File: src/rtl/ctrl_pkg.sv
// Shared definitions for the multicycle controller and the datapath muxes it steers:
// state codes, opcodes, mux-select constants and the strobe bundle.
package ctrl_pkg;

  typedef enum logic [2:0] {
    ST_FETCH  = 3'd0,
    ST_DECODE = 3'd1,
    ST_EXEC   = 3'd2,
    ST_MEM    = 3'd3,
    ST_WB     = 3'd4,
    ST_HALT   = 3'd5
  } state_t;

  localparam logic [3:0] OP_RALU = 4'd0;
  localparam logic [3:0] OP_ADDI = 4'd1;
  localparam logic [3:0] OP_ANDI = 4'd2;
  localparam logic [3:0] OP_LW   = 4'd3;
  localparam logic [3:0] OP_SW   = 4'd4;
  localparam logic [3:0] OP_BEQ  = 4'd5;
  localparam logic [3:0] OP_BNE  = 4'd6;
  localparam logic [3:0] OP_JMP  = 4'd7;
  localparam logic [3:0] OP_CALL = 4'd8;
  localparam logic [3:0] OP_RET  = 4'd9;

  localparam logic [1:0] PC_SRC_PLUS2  = 2'b00;
  localparam logic [1:0] PC_SRC_BRANCH = 2'b01;
  localparam logic [1:0] PC_SRC_JUMP   = 2'b10;

  localparam logic [1:0] ALU_B_REG = 2'b00;
  localparam logic [1:0] ALU_B_TWO = 2'b01;
  localparam logic [1:0] ALU_B_IMM = 2'b10;

  localparam logic [1:0] WB_ALU = 2'b00;
  localparam logic [1:0] WB_MEM = 2'b01;
  localparam logic [1:0] WB_PC2 = 2'b10;

  localparam logic [1:0] ALU_ADD  = 2'b00;
  localparam logic [1:0] ALU_SUB  = 2'b01;
  localparam logic [1:0] ALU_FUNC = 2'b10;

  typedef struct packed {
    logic [1:0] pc_src;
    logic       pc_write;
    logic       ir_write;
    logic       reg_write;
    logic       mem_read;
    logic       mem_write;
    logic [1:0] alu_src_b;
    logic [1:0] wb_sel;
    logic [1:0] alu_op;
  } ctrl_t;

  // All strobes low, all selects at their 00 setting.
  localparam ctrl_t CTRL_IDLE = ctrl_t'(13'd0);

  // Opcodes 10..15 have no defined behaviour and send the core to HALT.
  function automatic logic op_is_legal(input logic [3:0] op);
    return (op <= OP_RET);
  endfunction

endpackage

File: src/rtl/ctrl_decode.sv
// Combinational strobe decode: maps (state, opcode, zero, mem_ready) to the
// datapath control bundle. Holds no state; sequencing lives in multicycle_ctrl.
module ctrl_decode
  import ctrl_pkg::*;
(
  input  state_t     i_state,
  input  logic [3:0] i_opcode,
  input  logic       i_zero,
  input  logic       i_mem_ready,
  output ctrl_t      o_ctrl
);

  // Per-state strobe table; anything not listed stays at the idle value.
  always_comb begin
    o_ctrl = CTRL_IDLE;
    case (i_state)
      ST_FETCH: begin
        o_ctrl.mem_read  = 1'b1;
        o_ctrl.alu_src_b = ALU_B_TWO;
        if (i_mem_ready) begin
          o_ctrl.ir_write = 1'b1;
          o_ctrl.pc_write = 1'b1;
          o_ctrl.pc_src   = PC_SRC_PLUS2;
        end else begin
          o_ctrl.ir_write = 1'b0;
          o_ctrl.pc_write = 1'b0;
        end
      end
      ST_DECODE: begin
        case (i_opcode)
          OP_JMP, OP_RET: begin
            o_ctrl.pc_write = 1'b1;
            o_ctrl.pc_src   = PC_SRC_JUMP;
          end
          OP_CALL: begin
            o_ctrl.pc_write  = 1'b1;
            o_ctrl.pc_src    = PC_SRC_JUMP;
            o_ctrl.reg_write = 1'b1;
            o_ctrl.wb_sel    = WB_PC2;
          end
          default: o_ctrl = CTRL_IDLE;
        endcase
      end
      ST_EXEC: begin
        case (i_opcode)
          OP_RALU: begin
            o_ctrl.alu_op    = ALU_FUNC;
            o_ctrl.alu_src_b = ALU_B_REG;
          end
          OP_ADDI: o_ctrl.alu_src_b = ALU_B_IMM;
          OP_ANDI: begin
            o_ctrl.alu_src_b = ALU_B_IMM;
            o_ctrl.alu_op    = ALU_FUNC;
          end
          OP_LW, OP_SW: begin
            o_ctrl.alu_src_b = ALU_B_IMM;
            o_ctrl.alu_op    = ALU_ADD;
          end
          OP_BEQ: begin
            o_ctrl.alu_op   = ALU_SUB;
            o_ctrl.pc_src   = PC_SRC_BRANCH;
            o_ctrl.pc_write = i_zero;
          end
          OP_BNE: begin
            o_ctrl.alu_op   = ALU_SUB;
            o_ctrl.pc_src   = PC_SRC_BRANCH;
            o_ctrl.pc_write = ~i_zero;
          end
          default: o_ctrl = CTRL_IDLE;
        endcase
      end
      ST_MEM: begin
        case (i_opcode)
          OP_LW:   o_ctrl.mem_read  = 1'b1;
          // Store only strobes in the cycle memory accepts it.
          OP_SW:   o_ctrl.mem_write = i_mem_ready;
          default: o_ctrl = CTRL_IDLE;
        endcase
      end
      ST_WB: begin
        o_ctrl.reg_write = 1'b1;
        o_ctrl.wb_sel    = (i_opcode == OP_LW) ? WB_MEM : WB_ALU;
      end
      default: o_ctrl = CTRL_IDLE;
    endcase
  end

endmodule

File: src/rtl/multicycle_ctrl.sv
// Multicycle CPU controller: FETCH/DECODE/EXEC/MEM/WB sequencing, memory
// wait watchdog, sticky halt/timeout flags and a retired-instruction counter.
module multicycle_ctrl
  import ctrl_pkg::*;
#(
  parameter int unsigned MEM_WAIT_MAX = 15
) (
  input  logic        clk,
  input  logic        rst_n,
  input  logic [3:0]  opcode,
  input  logic        zero,
  input  logic        mem_ready,
  output logic [1:0]  pc_src,
  output logic        pc_write,
  output logic        ir_write,
  output logic        reg_write,
  output logic        mem_read,
  output logic        mem_write,
  output logic [1:0]  alu_src_b,
  output logic [1:0]  wb_sel,
  output logic [1:0]  alu_op,
  output logic [2:0]  state,
  output logic        halted,
  output logic        mem_timeout,
  output logic [15:0] retired
);

  state_t      r_state;
  state_t      w_next_state;
  logic [3:0]  r_wait;
  logic        r_halted;
  logic        r_timeout;
  logic [15:0] r_retired;
  logic        w_stall;
  logic        w_wait_hit;
  logic        w_retire;
  ctrl_t       w_ctrl;
  ctrl_t       w_ctrl_gated;

  ctrl_decode u_decode (
    .i_state     (r_state),
    .i_opcode    (opcode),
    .i_zero      (zero),
    .i_mem_ready (mem_ready),
    .o_ctrl      (w_ctrl)
  );

  // Watchdog: a memory stall that would bring the wait count up to the limit.
  always_comb begin
    w_stall    = ((r_state == ST_FETCH) || (r_state == ST_MEM)) && !mem_ready;
    w_wait_hit = w_stall && (({28'd0, r_wait} + 32'd1) >= MEM_WAIT_MAX);
  end

  // Next-state selection; unknown opcodes or state codes fall into HALT.
  always_comb begin
    w_next_state = ST_HALT;
    case (r_state)
      ST_FETCH: begin
        if (mem_ready)       w_next_state = ST_DECODE;
        else if (w_wait_hit) w_next_state = ST_HALT;
        else                 w_next_state = ST_FETCH;
      end
      ST_DECODE: begin
        case (opcode)
          OP_JMP, OP_RET, OP_CALL: w_next_state = ST_FETCH;
          default: w_next_state = op_is_legal(opcode) ? ST_EXEC : ST_HALT;
        endcase
      end
      ST_EXEC: begin
        case (opcode)
          OP_RALU, OP_ADDI, OP_ANDI: w_next_state = ST_WB;
          OP_LW, OP_SW:              w_next_state = ST_MEM;
          OP_BEQ, OP_BNE:            w_next_state = ST_FETCH;
          default:                   w_next_state = ST_HALT;
        endcase
      end
      ST_MEM: begin
        if (mem_ready) begin
          case (opcode)
            OP_LW:   w_next_state = ST_WB;
            OP_SW:   w_next_state = ST_FETCH;
            default: w_next_state = ST_HALT;
          endcase
        end else if (w_wait_hit) begin
          w_next_state = ST_HALT;
        end else begin
          w_next_state = ST_MEM;
        end
      end
      ST_WB:   w_next_state = ST_FETCH;
      ST_HALT: w_next_state = ST_HALT;
      default: w_next_state = ST_HALT;
    endcase
  end

  // An instruction retires whenever a post-fetch state hands back to FETCH.
  always_comb begin
    w_retire = (w_next_state == ST_FETCH) &&
               ((r_state == ST_DECODE) || (r_state == ST_EXEC) ||
                (r_state == ST_MEM)    || (r_state == ST_WB));
  end

  // Sequencer state, wait counter, sticky flags and retire counter.
  always_ff @(posedge clk or negedge rst_n) begin
    if (!rst_n) begin
      r_state   <= ST_FETCH;
      r_wait    <= 4'd0;
      r_halted  <= 1'b0;
      r_timeout <= 1'b0;
      r_retired <= 16'd0;
    end else begin
      r_state   <= w_next_state;
      r_wait    <= (w_stall && (w_next_state == r_state)) ? (r_wait + 4'd1) : 4'd0;
      r_halted  <= r_halted | (w_next_state == ST_HALT);
      r_timeout <= r_timeout | w_wait_hit;
      r_retired <= r_retired + {15'd0, w_retire};
    end
  end

  // Strobes are forced idle for as long as reset is held.
  always_comb begin
    w_ctrl_gated = rst_n ? w_ctrl : CTRL_IDLE;
  end

  assign pc_src      = w_ctrl_gated.pc_src;
  assign pc_write    = w_ctrl_gated.pc_write;
  assign ir_write    = w_ctrl_gated.ir_write;
  assign reg_write   = w_ctrl_gated.reg_write;
  assign mem_read    = w_ctrl_gated.mem_read;
  assign mem_write   = w_ctrl_gated.mem_write;
  assign alu_src_b   = w_ctrl_gated.alu_src_b;
  assign wb_sel      = w_ctrl_gated.wb_sel;
  assign alu_op      = w_ctrl_gated.alu_op;
  assign state       = r_state;
  assign halted      = r_halted;
  assign mem_timeout = r_timeout;
  assign retired     = r_retired;

endmodule

File: config.mk
export PLATFORM = sky130hd
export DESIGN_NAME = multicycle_ctrl
export DESIGN_NICKNAME = d
export VERILOG_FILES = /design/src/rtl/ctrl_pkg.sv /design/src/rtl/ctrl_decode.sv /design/src/rtl/multicycle_ctrl.sv
export SDC_FILE = /design/constraint.sdc
export NUM_CORES = 1
export LEC_CHECK = 0
export ABC_CLOCK_PERIOD_IN_PS = 4000
export CORE_MARGIN = 3
export CORE_UTILIZATION = 40
export DETAILED_ROUTE_END_ITERATION = 8
export PLACE_DENSITY = 0.75
export SKIP_CTS_REPAIR_TIMING = 1
export SYNTH_ARGS = -nofsm -noshare
export SYNTH_HDL_FRONTEND = slang
export SYNTH_SLANG_ARGS = --single-unit
File: constraint.sdc
create_clock -name clk -period 4 [get_ports clk]
set_input_delay 0.6 -clock clk [delete_from_list [all_inputs] [get_ports clk]]
set_output_delay 0.6 -clock clk [all_outputs]
set_load 0.02 [all_outputs]
==> run_summary.xml, run 1 <==
<?xml version="1.0" encoding="UTF-8"?>
<metrics>
  <group name="worst_setup_path">
    <metric name="critPathMostFrequentCell" unit="">clkdlybuf4s50_1</metric>
    <metric name="timing.critical_path.fanout_max" unit="">12</metric>
    <metric name="reg2reg_depth" unit="">13</metric>
    <metric name="crit_arrival" unit="ps">2830</metric>
    <metric name="worstPathRequired" unit="ps">3400</metric>
    <metric name="critical_path.cell_chain" unit="">clkdlybuf4s50_1 -&gt; nor2b_1 -&gt; a32oi_1 -&gt; a211oi_1 -&gt; a31oi_1 -&gt; nor2_1 -&gt; clkdlybuf4s50_1</metric>
    <metric name="criticalPathCategory" unit="">in2out</metric>
    <metric name="critPathCaptureType" unit="">output pin</metric>
    <metric name="cp_slowest_cell" unit="">clkdlybuf4s50_1</metric>
    <metric name="critical_path.max_stage_delay" unit="ps">650</metric>
    <metric name="setup.worst_path.start_class" unit="">input pin</metric>
  </group>
  <group name="pwr">
    <metric name="power_switching_share" unit="%">42.10</metric>
    <metric name="irDropWorstVdd" unit="uV">355.1</metric>
    <metric name="switching_power" unit="mW">0.4403</metric>
    <metric name="power-per-cell-area" unit="mW/mm2">514.4</metric>
    <metric name="p_int" unit="mW">0.6056</metric>
    <metric name="power_frac_comb" unit="%">46.9</metric>
    <metric name="cellLeakagePower" unit="nW">0.8357</metric>
    <metric name="overall_power" unit="mW">1.046</metric>
    <metric name="clockPowerShare" unit="%">14.3</metric>
    <metric name="p_seq_share" unit="%">38.8</metric>
  </group>
  <group name="worst_hold_path">
    <metric name="hp-class" unit="">reg2reg</metric>
    <metric name="whs_path_depth" unit="">1</metric>
  </group>
  <group name="place">
    <metric name="postPlaceCellArea" unit="mm2">0.001984</metric>
    <metric name="place.gp.congestion" unit="">0.9202</metric>
    <metric name="place_inst" unit="">249</metric>
    <metric name="port_buffers" unit="">41</metric>
    <metric name="post-dp-hpwl" unit="um">2732</metric>
    <metric name="place_ws" unit="ps">465.0</metric>
  </group>
  <group name="outcome">
    <metric name="status" unit="">finished, final reports clean</metric>
  </group>
  <group name="synth">
    <metric name="synth_enable_flop_cells" unit="">0</metric>
    <metric name="fraction_of_registers_with_async_set_or_reset_after_synthesis" unit="%">100.0</metric>
    <metric name="synth_compound_gate_area_share" unit="%">13.58</metric>
    <metric name="synth_warnings" unit="">0</metric>
    <metric name="synthMuxAreaShare" unit="%">0.6504</metric>
    <metric name="post_synth_and_or_nand_nor_area_fraction" unit="%">29.02</metric>
    <metric name="synth.avg_cell_area" unit="um2">9.161</metric>
    <metric name="synth_top_family_by_area" unit="">simple AND/OR/NAND/NOR gates</metric>
    <metric name="postSynthNetCount" unit="">180</metric>
    <metric name="synth_xor_area_share" unit="%">9.675</metric>
    <metric name="postSynth.topFlopCell" unit="">dfrtp_1</metric>
    <metric name="synth-seq-area-share" unit="%">40.65</metric>
    <metric name="yosys.area_share.adder" unit="%">3.252</metric>
    <metric name="synth.ff_latch_count" unit="">25</metric>
    <metric name="postSynthCellCount" unit="">168</metric>
    <metric name="synth_unique_cells" unit="">41</metric>
    <metric name="mappedNetlistArea" unit="mm2">0.001539</metric>
  </group>
  <group name="sta">
    <metric name="min_period" unit="ps">3435</metric>
    <metric name="setup-tns-final" unit="ps">0</metric>
    <metric name="finalSetupViolCount" unit="">0</metric>
    <metric name="min_period_over_period" unit="%">85.86</metric>
    <metric name="rsz_0062_raised_after_global_routing" unit="">no</metric>
    <metric name="final-hold-violation-count" unit="">0</metric>
    <metric name="timing.fmax" unit="MHz">291.2</metric>
    <metric name="worst_hold_slack" unit="ps">479.6</metric>
    <metric name="worst_slew_pin_slew" unit="ps">559.8</metric>
    <metric name="drv_slew" unit="">0</metric>
    <metric name="slew_headroom" unit="%">62.60</metric>
    <metric name="timing.final.ws_setup" unit="ps">565.4</metric>
    <metric name="fin_skew" unit="ps">8.625</metric>
  </group>
  <group name="floorplanning">
    <metric name="placementRows" unit="">21</metric>
    <metric name="die_area" unit="mm2">0.004627</metric>
    <metric name="effective_utilization_at_floorplan" unit="%">43.71</metric>
    <metric name="core_area" unit="mm2">0.003521</metric>
    <metric name="floorplan.io_pins" unit="">42</metric>
    <metric name="die_w" unit="um">68.03</metric>
    <metric name="die_h" unit="um">68.03</metric>
  </group>
  <group name="layout">
    <metric name="antenna_diode_count" unit="">0</metric>
    <metric name="syn_to_final_growth" unit="%">32.11</metric>
    <metric name="multi_input_area" unit="um2">864.6</metric>
    <metric name="final_layout_size_suffix_gt1_share" unit="%">4.831</metric>
    <metric name="fill_cells" unit="">321</metric>
    <metric name="final_core_util" unit="%">57.75</metric>
    <metric name="final_cell_count_no_fill" unit="">253</metric>
    <metric name="final_net_count" unit="">220</metric>
    <metric name="register_area" unit="um2">625.6</metric>
    <metric name="final_design_area_no_fill" unit="mm2">0.002033</metric>
  </group>
  <group name="clocking">
    <metric name="cts_max_path_buffers" unit="">2</metric>
    <metric name="cts_sinks" unit="">25</metric>
    <metric name="cts-root-buf" unit="">clkbuf_8</metric>
    <metric name="cts_max_level" unit="">1</metric>
    <metric name="cts_tree" unit="">yes</metric>
    <metric name="numCtsBuffers" unit="">3</metric>
    <metric name="worst_setup_hold_path_clk_slew" unit="ps">90</metric>
    <metric name="clock_insertion_delay_worst_skew" unit="ps">270</metric>
  </group>
  <group name="drt">
    <metric name="dr.first_iter.drc_count" unit="">118</metric>
    <metric name="routed_wire_length_per_instance" unit="um">14.40</metric>
    <metric name="post-route-drc-count" unit="">0</metric>
    <metric name="routed_via_density" unit="">5.403</metric>
    <metric name="postRouteAntennaNets" unit="">0</metric>
    <metric name="drt_wl_total" unit="um">3643</metric>
    <metric name="drtPass1Iterations" unit="">4</metric>
    <metric name="route.vias.total" unit="">1367</metric>
  </group>
  <group name="grt">
    <metric name="grt-ovfl-total" unit="">0</metric>
    <metric name="grt_max_degree" unit="">22</metric>
    <metric name="grt_antenna_before_repair" unit="">0</metric>
    <metric name="first_global_vias" unit="">1359</metric>
    <metric name="global_route_wire_length_before_repair" unit="um">6348</metric>
    <metric name="track_usage" unit="%">17.69</metric>
  </group>
  <group name="flow_run">
    <metric name="maxCapViolations" unit="">0</metric>
  </group>
</metrics>
path summary, 6_finish.rpt:
path,startpoint,end,slack [ps]
min in group asynchronous,rst_n,state[1],610
setup reg to reg,r_wait[0],retired[14],1200
max in group asynchronous,rst_n,retired[2],2910
setup / recovery,opcode[2],pc_write,570
hold / removal,retired[15],retired[15],480
hold reg to reg,retired[15],retired[15],480
layout by cell type, fill, tap and decap left out, drive strengths merged, types with 3 or more instances in the layout:
cell	count
ha	4
a211o	4
dfrtp	25
xnor2	12
a21oi	4
xor2	5
o21ai	5
nor2	24
clkdlybuf4s50	41
nand2b	3
nor3	6
clkbuf	3
and4	4
inv	3
and3	4
nor3b	6
nand3	8
nand2	14
a211oi	3
cells in the mapped netlist (2+ instances only):
master / number / area [um2]
inv_1: 3 / 11.26
clkbuf_1: 2 / 7.510
xnor2_1: 12 / 105.1
o21ai_1: 2 / 10.01
nor2_1: 24 / 90.09
o21ai_0: 3 / 15.01
nand4_1: 2 / 12.51
a21oi_1: 3 / 15.01
ha_1: 4 / 50.05
nor4b_1: 2 / 17.52
or2_1: 2 / 12.51
and4_1: 4 / 35.03
nand2b_1: 3 / 18.77
dfrtp_1: 25 / 625.6
or3b_1: 2 / 17.52
a31oi_1: 2 / 12.51
buf_2: 6 / 30.03
nand3_1: 8 / 40.04
nand2_1: 14 / 52.55
nor2b_1: 2 / 12.51
nor3_1: 6 / 30.03
and3_1: 4 / 25.02
nor3b_1: 6 / 45.04
xor2_1: 5 / 43.79
a211oi_1: 3 / 22.52
a211o_1: 4 / 35.03
flip-flops by register name, indices dropped and copies added, names as in the netlist:
name,flops
retired,16
state,3
halted,1
mem_timeout,1
r_wait,4
power by group through the flow:
stage | clock network, mW | registers (mW) | logic (mW)
after floorplan | 0 | 0.413 | 0.294
after global placement | 0 | 0.403 | 0.479
after detailed placement | 0 | 0.405 | 0.489
after CTS | 0.152 | 0.403 | 0.493
after global routing | 0.166 | 0.422 | 0.545
final | 0.150 | 0.406 | 0.490
metal layers:
layer	GRT usage, %	vias to the layer above	share of wire (%)
met5	0	-	0
met4	5.459	0	1.3
met3	3.612	4	5.3
met2	29.36	40	47
met1	23.11	650	46
li1	-	673	-
final cells by class:
class | count | area share [%]
multi-input cells | 132 | 42.52
flip-flops and latches | 25 | 30.77
repair buffers | 43 | 20.92
well taps | 46 | 2.831
clock buffers | 3 | 2.031
inverters | 3 | 0.5538
clock inverters | 1 | 0.3692
critical path, delay by kind of cell:
kind,cells,cell delay [ps]
buffers and inverters,2,1260
AO/OA/AOI/OAI,3,530
AND/OR/NAND/NOR,2,440
cells by family (layout without fill, tap and decap cells):
logic type | count (synthesis) | count (layout)
simple gates | 83 | 83
compound gates | 27 | 27
flops | 25 | 25
buf+inv | 11 | 50
fa+ha+maj | 4 | 4
xor+xnor | 17 | 17
mux | 1 | 1
Note: power is estimated with default switching activity, not from simulation.
==> inputs of run 2 (changes only) <==
Settings changed: CORE_UTILIZATION 40 to 51, PLACE_DENSITY 0.75 to 0.91.
==> run_summary.xml, run 2 (same netlist as run 1, synthesis figures left out) <==
<?xml version="1.0" encoding="UTF-8"?>
<metrics>
  <group name="worst_setup_path">
    <metric name="criticalPathCategory" unit="">in2out</metric>
    <metric name="crit_arrival" unit="ps">2790</metric>
    <metric name="cp_slowest_cell" unit="">clkdlybuf4s50_1</metric>
    <metric name="critPathMostFrequentCell" unit="">clkdlybuf4s50_1</metric>
    <metric name="startpoint" unit="">opcode[2]</metric>
    <metric name="r2r_start" unit="">r_wait[0]</metric>
    <metric name="critical_path.max_stage_delay" unit="ps">670</metric>
    <metric name="timing.critical_path.fanout_max" unit="">12</metric>
    <metric name="worstPathRequired" unit="ps">3400</metric>
    <metric name="critPathCaptureType" unit="">output pin</metric>
    <metric name="worst_path_dominant_cell_family" unit="">buffers and inverters</metric>
    <metric name="timing.critical_path.buf_inv" unit="">2</metric>
    <metric name="critical_path.cell_chain" unit="">clkdlybuf4s50_1 -&gt; nor2b_1 -&gt; a32oi_1 -&gt; a211oi_1 -&gt; a31oi_1 -&gt; nor2_1 -&gt; clkdlybuf4s50_1</metric>
    <metric name="setup.worst_path.start_class" unit="">input pin</metric>
  </group>
  <group name="pwr">
    <metric name="p_int" unit="mW">0.5733</metric>
    <metric name="overall_power" unit="mW">1.005</metric>
    <metric name="power_frac_comb" unit="%">48.6</metric>
    <metric name="cellLeakagePower" unit="nW">0.8269</metric>
    <metric name="switching_power" unit="mW">0.4319</metric>
    <metric name="p_seq_share" unit="%">40.5</metric>
    <metric name="irDropWorstVdd" unit="uV">454.9</metric>
    <metric name="power-per-cell-area" unit="mW/mm2">506.3</metric>
    <metric name="power_switching_share" unit="%">42.97</metric>
    <metric name="clockPowerShare" unit="%">10.9</metric>
  </group>
  <group name="clocking">
    <metric name="cts_tree" unit="">yes</metric>
    <metric name="numCtsBuffers" unit="">3</metric>
    <metric name="cts_max_path_buffers" unit="">2</metric>
    <metric name="cts-root-buf" unit="">clkbuf_4</metric>
    <metric name="clock_insertion_delay_worst_skew" unit="ps">320</metric>
    <metric name="cts_sinks" unit="">25</metric>
    <metric name="cts_max_level" unit="">1</metric>
    <metric name="worst_setup_hold_path_clk_slew" unit="ps">120</metric>
  </group>
  <group name="sta">
    <metric name="rsz_0062_raised_after_global_routing" unit="">no</metric>
    <metric name="timing.final.ws_setup" unit="ps">605.3</metric>
    <metric name="drv_slew" unit="">0</metric>
    <metric name="timing.fmax" unit="MHz">294.6</metric>
    <metric name="setup-tns-final" unit="ps">0</metric>
    <metric name="min_period" unit="ps">3395</metric>
    <metric name="final-hold-violation-count" unit="">0</metric>
    <metric name="fin_skew" unit="ps">9.731</metric>
    <metric name="worst_slew_pin_slew" unit="ps">513.0</metric>
    <metric name="finalSetupViolCount" unit="">0</metric>
    <metric name="slew_headroom" unit="%">65.72</metric>
    <metric name="min_period_over_period" unit="%">84.87</metric>
  </group>
  <group name="floorplanning">
    <metric name="die_h" unit="um">60.93</metric>
    <metric name="effective_utilization_at_floorplan" unit="%">54.86</metric>
    <metric name="placementRows" unit="">19</metric>
    <metric name="die_w" unit="um">60.93</metric>
    <metric name="floorplan.io_pins" unit="">42</metric>
    <metric name="die_area" unit="mm2">0.003712</metric>
    <metric name="core_area" unit="mm2">0.002805</metric>
  </group>
  <group name="drt">
    <metric name="postRouteAntennaNets" unit="">0</metric>
    <metric name="routed_via_density" unit="">5.861</metric>
    <metric name="dr.first_iter.drc_count" unit="">52</metric>
    <metric name="post-route-drc-count" unit="">0</metric>
    <metric name="route.vias.total" unit="">1389</metric>
    <metric name="drt_wl_total" unit="um">3653</metric>
    <metric name="routed_wire_length_per_instance" unit="um">15.41</metric>
    <metric name="drtPass1Iterations" unit="">4</metric>
  </group>
  <group name="place">
    <metric name="port_buffers" unit="">41</metric>
    <metric name="place.gp.congestion" unit="">0.9010</metric>
    <metric name="place_ws" unit="ps">492.5</metric>
    <metric name="post-dp-hpwl" unit="um">2832</metric>
  </group>
  <group name="layout">
    <metric name="final_cell_mix" unit="">clkdlybuf4s50_1 (41), dfrtp_1 (25), nor2_1 (24)</metric>
    <metric name="fill_cells" unit="">235</metric>
    <metric name="syn_to_final_growth" unit="%">29.02</metric>
    <metric name="final_layout_size_suffix_gt1_share" unit="%">4.369</metric>
    <metric name="antenna_diode_count" unit="">0</metric>
    <metric name="number_of_flip_flops_under_the_largest_register_name" unit="">16</metric>
    <metric name="mostFrequentLayoutCell" unit="">clkdlybuf4s50_1</metric>
    <metric name="final_net_count" unit="">219</metric>
  </group>
  <group name="outcome">
    <metric name="status" unit="">finished, final reports clean</metric>
  </group>
  <group name="flow_run">
    <metric name="maxCapViolations" unit="">0</metric>
  </group>
  <group name="grt">
    <metric name="grt-ovfl-total" unit="">0</metric>
    <metric name="track_usage" unit="%">21.27</metric>
    <metric name="grt_max_degree" unit="">30</metric>
    <metric name="first_global_vias" unit="">1373</metric>
    <metric name="grt_antenna_before_repair" unit="">0</metric>
    <metric name="global_route_wire_length_before_repair" unit="um">6120</metric>
  </group>
  <group name="worst_hold_path">
    <metric name="hp-class" unit="">reg2reg</metric>
    <metric name="timing.hold.worst.start" unit="">halted</metric>
  </group>
</metrics>
==> run 2: cell count changes in the layout (fill, tap and decap cells not counted) <==
cell	previous run	this run
clkbuf_8	3	0
clkinv_2	0	1
clkbuf_4	0	3
clkinvlp_4	1	0
buf_4	2	1
==> run 2: worst paths after layout <==
check	to	slack [ps]	cells after the start
worst max-delay path	pc_write	610	7
worst min-delay path	halted	490	1
worst max register to register	retired[12]	1170	13
worst min register to register	halted	490	1
max in group asynchronous	r_wait[1]	3060	2
min in group asynchronous	retired[6]	680	2
==> run 2: area by class of cell <==
type / instances / area, um2 / share of cell area [%]
multi-input combinational: 132 / 864.6 / 43.54
sequential: 25 / 625.6 / 31.51
timing repair buffer: 42 / 417.9 / 21.05
tap: 31 / 38.79 / 1.953
clock buffer: 3 / 22.52 / 1.134
inverter: 3 / 11.26 / 0.5671
clock inverter: 1 / 5.005 / 0.2520
==> run 2: metrics by stage <==
stage | util, % | cell area [um2] | cells | hold slack [ps]
finish | 70.79 | 1986 | 237 | 494.6
floorplan | - | 1539 | 168 | 304.4
global placement | 69.80 | 1958 | 233 | 459.3
CTS | 70.79 | 1986 | 237 | 499.5
detailed placement | 69.80 | 1958 | 233 | 470.9
global route | 70.79 | 1986 | 237 | 510.0
==> run 2: layer usage <==
| layer | GRT usage [%] | part of all wire [%] |
|---|---|---|
| met1 | 27.67 | 44 |
| met2 | 38.47 | 50 |
| met3 | 2.340 | 6.2 |
| met4 | 3.715 | 0.57 |
| met5 | 0 | 0 |
==> run 2: power by group through the flow <==
stage,Combinational [mW],Sequential [mW],Clock (mW)
detailed placement,0.489,0.407,0
global route,0.536,0.421,0.121
finish,0.489,0.407,0.110
global placement,0.476,0.402,0
floorplan,0.294,0.413,0
CTS,0.491,0.404,0.109
==> inputs of run 3 (changes only) <==
Settings changed: ABC_CLOCK_PERIOD_IN_PS 4000 to 2900, CORE_UTILIZATION 51 to 43, PLACE_DENSITY 0.91 to 0.82.
Clock period 4 ns to 2.9 ns, I/O delays scaled along.
==> run_summary.xml, run 3 (same netlist as run 1, synthesis figures left out) <==
<?xml version="1.0" encoding="UTF-8"?>
<metrics>
  <group name="drt">
    <metric name="drt_wl_total" unit="um">3473</metric>
    <metric name="drtPass1Iterations" unit="">4</metric>
    <metric name="routed_via_density" unit="">5.320</metric>
    <metric name="dr.first_iter.drc_count" unit="">111</metric>
    <metric name="post-route-drc-count" unit="">0</metric>
    <metric name="route.vias.total" unit="">1415</metric>
    <metric name="routed_wire_length_per_instance" unit="um">13.06</metric>
    <metric name="postRouteAntennaNets" unit="">0</metric>
  </group>
  <group name="layout">
    <metric name="multi_input_area" unit="um2">872.1</metric>
    <metric name="fill_cells" unit="">281</metric>
    <metric name="final_cell_mix" unit="">clkdlybuf4s50_1 (38), nor2_1 (24), dfrtp_1 (24)</metric>
    <metric name="register_area" unit="um2">626.9</metric>
    <metric name="syn_to_final_growth" unit="%">38.05</metric>
    <metric name="antenna_diode_count" unit="">0</metric>
    <metric name="number_of_flip_flops_under_the_largest_register_name" unit="">16</metric>
    <metric name="final_layout_size_suffix_gt1_share" unit="%">10.91</metric>
    <metric name="final_net_count" unit="">233</metric>
    <metric name="mostFrequentLayoutCell" unit="">clkdlybuf4s50_1</metric>
  </group>
  <group name="worst_setup_path">
    <metric name="setup.worst_path.start_class" unit="">flip-flop</metric>
    <metric name="timing.critical_path.fanout_max" unit="">16</metric>
    <metric name="critical_path.reg2reg.endpoint" unit="">retired[13]</metric>
    <metric name="reg2reg_slack" unit="ps">310</metric>
    <metric name="startpoint" unit="">state[2]</metric>
    <metric name="critical_path.max_stage_delay" unit="ps">630</metric>
    <metric name="r2r_start" unit="">r_wait[0]</metric>
    <metric name="reg2reg_depth" unit="">12</metric>
    <metric name="crit_arrival" unit="ps">2280</metric>
    <metric name="critPathCaptureType" unit="">output pin</metric>
    <metric name="cp_slowest_cell" unit="">clkdlybuf4s50_1</metric>
    <metric name="critical_path.cell_chain" unit="">nand2b_1 -&gt; or3b_1 -&gt; nor3_1 -&gt; clkdlybuf4s50_1</metric>
    <metric name="criticalPathCategory" unit="">reg2out</metric>
    <metric name="worstPathRequired" unit="ps">2470</metric>
  </group>
  <group name="place">
    <metric name="port_buffers" unit="">41</metric>
    <metric name="place.gp.congestion" unit="">0.8929</metric>
    <metric name="post-dp-hpwl" unit="um">2637</metric>
  </group>
  <group name="grt">
    <metric name="grt-ovfl-total" unit="">0</metric>
    <metric name="grt_antenna_before_repair" unit="">0</metric>
    <metric name="track_usage" unit="%">17.48</metric>
    <metric name="global_route_wire_length_before_repair" unit="um">6023</metric>
    <metric name="first_global_vias" unit="">1350</metric>
    <metric name="grt_max_degree" unit="">29</metric>
  </group>
  <group name="pwr">
    <metric name="p_seq_share" unit="%">38.0</metric>
    <metric name="p_int" unit="mW">0.8379</metric>
    <metric name="clockPowerShare" unit="%">10.8</metric>
    <metric name="switching_power" unit="mW">0.5951</metric>
    <metric name="power-per-cell-area" unit="mW/mm2">674.5</metric>
    <metric name="cellLeakagePower" unit="nW">0.9411</metric>
    <metric name="power_frac_comb" unit="%">51.2</metric>
    <metric name="power_switching_share" unit="%">41.53</metric>
    <metric name="irDropWorstVdd" unit="uV">551.6</metric>
  </group>
  <group name="floorplanning">
    <metric name="core_area" unit="mm2">0.003390</metric>
    <metric name="floorplan.io_pins" unit="">42</metric>
    <metric name="die_w" unit="um">65.83</metric>
    <metric name="die_area" unit="mm2">0.004333</metric>
    <metric name="die_h" unit="um">65.83</metric>
    <metric name="effective_utilization_at_floorplan" unit="%">45.40</metric>
    <metric name="placementRows" unit="">21</metric>
  </group>
  <group name="sta">
    <metric name="fin_skew" unit="ps">4.015</metric>
    <metric name="final-hold-violation-count" unit="">0</metric>
    <metric name="min_period_over_period" unit="%">93.74</metric>
    <metric name="worst_slew_pin_slew" unit="ps">396.1</metric>
    <metric name="min_period" unit="ps">2718</metric>
    <metric name="worst_hold_slack" unit="ps">485.0</metric>
    <metric name="slew_headroom" unit="%">73.60</metric>
    <metric name="drv_slew" unit="">0</metric>
    <metric name="timing.fmax" unit="MHz">367.9</metric>
    <metric name="setup-tns-final" unit="ps">0</metric>
    <metric name="finalSetupViolCount" unit="">0</metric>
  </group>
  <group name="clocking">
    <metric name="cts_sinks" unit="">25</metric>
    <metric name="cts_max_level" unit="">1</metric>
    <metric name="numCtsBuffers" unit="">3</metric>
    <metric name="clock_insertion_delay_worst_skew" unit="ps">310</metric>
    <metric name="cts_tree" unit="">yes</metric>
    <metric name="cts_max_path_buffers" unit="">2</metric>
    <metric name="worst_setup_hold_path_clk_slew" unit="ps">130</metric>
    <metric name="cts-root-buf" unit="">clkbuf_4</metric>
  </group>
  <group name="worst_hold_path">
    <metric name="timing.hold.worst.start" unit="">retired[15]</metric>
    <metric name="holdPathEnd" unit="">retired[15]</metric>
    <metric name="hp-class" unit="">reg2reg</metric>
    <metric name="whs_path_depth" unit="">1</metric>
  </group>
  <group name="outcome">
    <metric name="status" unit="">finished, final reports clean</metric>
  </group>
  <group name="flow_run">
    <metric name="maxCapViolations" unit="">0</metric>
  </group>
</metrics>
run 3: worst max-delay path: cells and delay by family, from the launching register on:
kind          cells  cell delay [ps]
flops             1              530
buf+inv           1              630
simple gates      3              820
run 3: layout make-up:
cell class	count	share of cell area (%)
flip-flops and latches	25	29.51
repair buffers	56	24.97
clock buffers	4	1.237
inverters	3	0.5300
multi-input cells	132	41.05
well taps	46	2.709
run 3: layer usage:
metal | global-route usage, % | wire length [um]
met1 | 23.20 | 1603
met2 | 29.54 | 1682
met3 | 3.571 | 162
met4 | 3.368 | 24
met5 | 0 | 0
run 3: how the worst max path moves through the flow:
stage                              end
after floorplan            retired[12]
final                     alu_src_b[1]
after global placement        pc_write
after detailed placement   retired[15]
after CTS                     pc_write
after global routing       retired[13]
run 3: metrics by stage:
stage	power (mW)	cells	util, %	setup slack [ps]	cell area (um2)
finish	1.433	266	62.68	181.6	2125
global route	1.544	266	62.68	-12.36	2125
CTS	1.437	266	62.20	-23.68	2108
detailed placement	1.283	262	61.42	-39.99	2082
global placement	1.272	262	61.42	-35.73	2082
floorplan	0.9746	168	-	477.2	1539
run 3: power groups by stage:
stage	clock network [mW]	logic, mW	registers, mW
6_report	0.154	0.734	0.545
5_1_grt	0.171	0.812	0.561
4_1_cts	0.157	0.739	0.541
3_5_place_dp	0	0.735	0.548
3_3_place_gp	0	0.725	0.547
2_1_floorplan	0	0.405	0.569
